### src/rtl/mac_seq_ctrl.sv
// Sequential multiply-accumulate controller for one LSTM neuron: walks N operand
// pairs, adds the bias, saturates the result and hands it to the activation stage.
module mac_seq_ctrl #(
    parameter int NUM      = 45,
    parameter int NUM_LSTM = 8,
    parameter int WIDTH    = 32,
    parameter int FRAC     = 24
) (
    input  logic                               clk,
    input  logic                               rst,
    input  logic                               i_start,
    input  logic                               i_upd,
    input  logic                               i_clr,
    input  logic [WIDTH-1:0]                   i_k,
    input  logic [WIDTH-1:0]                   i_w,
    input  logic [WIDTH-1:0]                   i_b,
    output logic [$clog2(NUM+NUM_LSTM)-1:0]    o_addr,
    output logic                               o_busy,
    output logic                               o_done,
    output logic [WIDTH-1:0]                   o_sum,
    output logic                               o_wr
);

    localparam int N     = NUM + NUM_LSTM;
    localparam int AW    = $clog2(N);
    localparam int ACC_W = WIDTH + 8;
    localparam int PW    = 2 * WIDTH;
    localparam int EW    = 2 * WIDTH + 2;

    localparam logic [AW-1:0] LAST = AW'(N - 1);

    localparam logic signed [EW-1:0] ACC_MAX = {{(EW-ACC_W+1){1'b0}}, {(ACC_W-1){1'b1}}};
    localparam logic signed [EW-1:0] ACC_MIN = {{(EW-ACC_W+1){1'b1}}, {(ACC_W-1){1'b0}}};
    localparam logic signed [EW-1:0] OUT_MAX = {{(EW-WIDTH+1){1'b0}}, {(WIDTH-1){1'b1}}};
    localparam logic signed [EW-1:0] OUT_MIN = {{(EW-WIDTH+1){1'b1}}, {(WIDTH-1){1'b0}}};

    typedef enum logic [1:0] {IDLE, MAC, BIAS, DONE} state_t;

    state_t state;
    state_t next_state;

    logic signed [ACC_W-1:0] acc;
    logic signed [PW-1:0]    k_ext;
    logic signed [PW-1:0]    w_ext;
    logic signed [PW-1:0]    prod;
    logic signed [PW-1:0]    prod_sh;
    logic signed [EW-1:0]    mac_sum;
    logic signed [EW-1:0]    bias_sum;
    logic signed [ACC_W-1:0] mac_sat;
    logic signed [WIDTH-1:0] bias_sat;

    assign k_ext   = {{WIDTH{i_k[WIDTH-1]}}, i_k};
    assign w_ext   = {{WIDTH{i_w[WIDTH-1]}}, i_w};
    assign prod    = k_ext * w_ext;
    assign prod_sh = prod >>> FRAC;

    // The accumulator clamps instead of wrapping so a long run of large
    // products still lands on the correct saturation rail after the bias.
    assign mac_sum  = {{(EW-ACC_W){acc[ACC_W-1]}}, acc} + {{(EW-PW){prod_sh[PW-1]}}, prod_sh};
    assign bias_sum = {{(EW-ACC_W){acc[ACC_W-1]}}, acc} + {{(EW-WIDTH){i_b[WIDTH-1]}}, i_b};

    assign mac_sat  = (mac_sum > ACC_MAX)  ? ACC_MAX[ACC_W-1:0] :
                      (mac_sum < ACC_MIN)  ? ACC_MIN[ACC_W-1:0] : mac_sum[ACC_W-1:0];
    assign bias_sat = (bias_sum > OUT_MAX) ? OUT_MAX[WIDTH-1:0] :
                      (bias_sum < OUT_MIN) ? OUT_MIN[WIDTH-1:0] : bias_sum[WIDTH-1:0];

    always_ff @(posedge clk or negedge rst) begin
        if (!rst) begin
            state <= IDLE;
        end else begin
            state <= next_state;
        end
    end

    always_comb begin
        next_state = state;
        if (i_clr) begin
            next_state = IDLE;
        end else begin
            case (state)
                IDLE:    if (i_start) next_state = MAC;
                MAC:     if (o_addr == LAST) next_state = BIAS;
                BIAS:    next_state = DONE;
                DONE:    next_state = IDLE;
                default: next_state = IDLE;
            endcase
        end
    end

    always_comb begin
        o_busy = (state != IDLE);
        o_done = (state == DONE);
    end

    // Write-back strobe is registered, so it always lands in an idle cycle.
    always_ff @(posedge clk or negedge rst) begin
        if (!rst) begin
            acc    <= '0;
            o_addr <= '0;
            o_sum  <= '0;
            o_wr   <= 1'b0;
        end else begin
            o_wr <= (state == IDLE) && i_upd && !i_start && !i_clr;
            if (i_clr) begin
                o_addr <= '0;
            end else begin
                case (state)
                    IDLE: begin
                        if (i_start) begin
                            acc    <= '0;
                            o_addr <= '0;
                        end
                    end
                    MAC: begin
                        acc    <= mac_sat;
                        o_addr <= (o_addr == LAST) ? '0 : o_addr + AW'(1);
                    end
                    BIAS:    o_sum <= bias_sat;
                    default: ;
                endcase
            end
        end
    end

endmodule
### config.mk
export PLATFORM = sky130hd
export DESIGN_NAME = mac_seq_ctrl
export DESIGN_NICKNAME = d
export VERILOG_FILES = /design/src/rtl/mac_seq_ctrl.sv
export SDC_FILE = /design/constraint.sdc
export NUM_CORES = 2
export LEC_CHECK = 0
export BUFFER_PORTS_ARGS = -buffer_cell sky130_fd_sc_hd__buf_2
export CAP_MARGIN = 20
export CORE_ASPECT_RATIO = 1.5
export CORE_MARGIN = 10
export CORE_UTILIZATION = 55
export DETAILED_ROUTE_END_ITERATION = 10
export PLACE_DENSITY_LB_ADDON = 0.12
export SETUP_SLACK_MARGIN = 0.3
export SYNTH_ARGS = -nofsm -noshare
export SYNTH_HDL_FRONTEND = slang
export SYNTH_SLANG_ARGS = --single-unit
### constraint.sdc
create_clock -name clk -period 5.37 [get_ports clk]
set_input_delay 1.074 -clock clk [delete_from_list [all_inputs] [get_ports clk]]
set_output_delay 1.074 -clock clk [all_outputs]
set_load 0.05 [all_outputs]
==> qor.csv <==
stage,metric,value,unit
synth,synth-edff-count,0,
timing,rsz0062_at_grt,yes,
synth,ys_top_cells_by_count,"fa_1, inv_1, nand2_1, and2_1, ha_1",
clock_network,cts.sinks,81,
timing,period_share,186.3,%
grt,antenna_found_initial,1,
die,dieHeight,361.3,um
critical_path,cpPeakStageDelay,0.58,ns
final_layout,ff_latch_area,2027,um^2
clock_network,clock_latency,0.34,ns
flow_run,drv_cap,0,
detailed_routing,first_iter_violations,1516,
synth,syn_area_per_cell,9.344,um^2
status,status,"finished, violations left",
detailed_routing,viasPerCell,5.425,
critical_path,startpoint_type,primary input,
final_layout,fill_cells,6414,
critical_path,crit_path_frequent_cell,fa_1,
clock_network,clk_path_buf_depth,2,
detailed_routing,drc_errors,0,
synth,synth_cell_types,77,
place,post-place-ws,-5.380,ns
worst_hold_path,hold_start,o_sum[29]$_DFFE_PN0P_,
critical_path,worst-r2r-cell-count,13,
critical_path,worstPathRequired,5.59,ns
grt,grt_pass1_wl,195600,um
critical_path,r2r_slack,1.14,ns
timing,fmax,0.09993,GHz
critical_path,cp-end-kind,flip-flop,
die,dieArea,89420,um^2
grt,grt_overflow_total,0,
worst_hold_path,hold_class,reg -> reg,
timing,drv_slew,0,
synth,yosys.area.top_type,fa_1,
clock_network,tritoncts,done,
critical_path,timing.rr.start,acc[0]$_DFFE_PN0P_,
timing,relSlewSlack,46.29,%
final_layout,multi_input_area,37060,um^2
place,portBuffers,141,
die,initial_core_util,55.27,%
synth,dominantRegCellSynth,dfrtp_1,
die,row_count,125,
critical_path,crit_type,in -> reg,
synth,yosysMostFrequentCell,fa_1,
timing,worst_pin_slew,0.8057,ns
final_layout,drive_above_1_share,19.47,%
timing,fin_setup_tns,-182.20,ns
timing,timing.final.hold_violations,0,
critical_path,reg2reg_to,o_sum[3]$_DFFE_PN0P_,
timing,holdWs,0.5036,ns
detailed_routing,dr_total_vias,33158,
clock_network,cts_buffers,9,
clock_network,root_buffer,clkbuf_16,
final_layout,areaGrowthSynthToFinish,18.60,%
synth,async_flop_share,100.0,%
timing,period_needed,10.01,ns
clock_network,cts_hold_buffers,0,
critical_path,critPathMaxFanout,9,
detailed_routing,wl_per_cell,19.88,um
synth,ys_warn_count,0,
synth,synth_nets,6024,
final_layout,antennaDiodeCount,0,
detailed_routing,postRouteAntennaNets,0,
die,ioPinCount,142,
synth,synthTopCellsByArea,"fa_1, inv_1, ha_1",
detailed_routing,drt_pass1_iterations,6,
synth,synth_seq_cells,81,
detailed_routing,totalWireLength,121500,um
synth,synth-seq-area-share,4.747,%
synth,synth.cell_area,42700,um^2
timing,setup_viol,40,
grt,grt_max_degree,82,
place,dp_hpwl,105700,um
grt,grt_use_total,28.03,%
timing,finalClockSkew,0.009776,ns
clock_network,cts_htree_levels,3,
clock_network,worst_setup_hold_path_clk_slew,0.06,ns
timing,layout_setup_ws,-4.637,ns
status,violations,setup timing,
place,gp_congestion,0.9079,
die,core_area,77260,um^2
final_layout,nNetsFinal,6545,
worst_hold_path,hold_depth,1,
synth,netlist_instances,4570,
synth,synth_top_area_share,50.77,%
critical_path,cp.arrival,10.23,ns
grt,grt_pass1_vias,37601,
die,die_x,247.5,um
critical_path,critPathSlowestCell,fa_1,
worst_hold_path,min_to,o_sum[29]$_DFFE_PN0P_,
-- worst max-delay path, delay by kind of cell --
kind | cells | cell delay (ns)
xor gates and xnor gates | 2 | 0.33
buffers and inverters | 5 | 0.58
and+or+nand+nor | 6 | 1.15
AOI/OAI and AO/OA | 14 | 2.61
adders and majority gates | 10 | 4.48
-- area by class of cell --
type / count / share of cell area [%]
well taps: 1016 / 2.510
repair buffers: 746 / 12.40
inverters: 981 / 7.276
clock buffers: 10 / 0.4521
flip-flops and latches: 81 / 4.002
multi-input cells: 3272 / 73.18
clock inverters: 6 / 0.1803
-- state kept, by name, indices dropped and copies added, names as in the netlist --
| name | cells |
|---|---|
| o_wr | 1 |
| acc | 40 |
| o_sum | 32 |
| o_addr | 6 |
| state | 2 |
-- per-layer routing --
| layer | vias to the layer above | wire, um | global-route usage [%] |
|---|---|---|---|
| met4 | 2 | 7796 | 14.85 |
| met1 | 17267 | 40670 | 29.14 |
| li1 | 14747 | - | - |
| met2 | 802 | 69040 | 54.04 |
| met3 | 340 | 4016 | 2.537 |
| met5 | - | 8 | 0 |
-- placed cells by master (no fill, tap or decap), types with 25 or more instances in the layout --
cell         n
xor2_1      43
inv_1      959
xnor2_1     78
a21oi_1    100
buf_2       94
a21o_1      74
fa_1      1037
buf_6       50
ha_1       246
dfrtp_1     81
and2_1     470
fa_2        46
nand2_1    584
a221o_1     68
buf_4      544
nand2b_1    25
nor2_1      81
o21ai_0     52
nand4_1     29
buf_12      39
-- through the flow --
step                      instances  utilization (%)  area, um^2
after global placement         6016            62.28       48120
after CTS                      6086            64.70       49990
after detailed placement       6016            62.28       48120
after global routing           6112            65.55       50650
after floorplan                4570                -       42890
final                          6112            65.55       50650
-- cell families after synthesis --
logic type / after synthesis / synth area share, %
flops: 81 / 4.747
buf+inv: 1217 / 10.79
compound gates: 468 / 7.744
xor+xnor: 126 / 2.584
simple gates: 1320 / 15.33
mux: 5 / 0.1201
fa+ha+maj: 1353 / 58.68
-- repair_timing --
action / CTS / global route
endpoints found under the setup margin: 40 / 40
pin swaps: 107 / 49
gates resized for setup: 256 / 104
setup buffers: 46 / 24
hold endpoints to repair: 0 / 0
cloned: 8 / 1
-- how the worst max path moves through the flow --
| stage | start | endpoint | slack (ns) | depth (start not counted) |
|---|---|---|---|---|
| after detailed placement | i_k[9] | acc[4]$_DFFE_PN0P_ | -5.38 | 40 |
| after global routing | i_w[3] | acc[37]$_DFFE_PN0P_ | -4.98 | 37 |
| final | i_k[22] | acc[37]$_DFFE_PN0P_ | -4.64 | 37 |
| after CTS | i_k[17] | acc[19]$_DFFE_PN0P_ | -4.55 | 37 |
| after floorplan | i_k[18] | acc[37]$_DFFE_PN0P_ | -4.59 | 37 |
| after global placement | i_w[2] | acc[4]$_DFFE_PN0P_ | -5.34 | 37 |
Power is left out: the tool's default activity adds up to more than one toggle a clock period on the data nets, which glitch-free logic cannot reach.
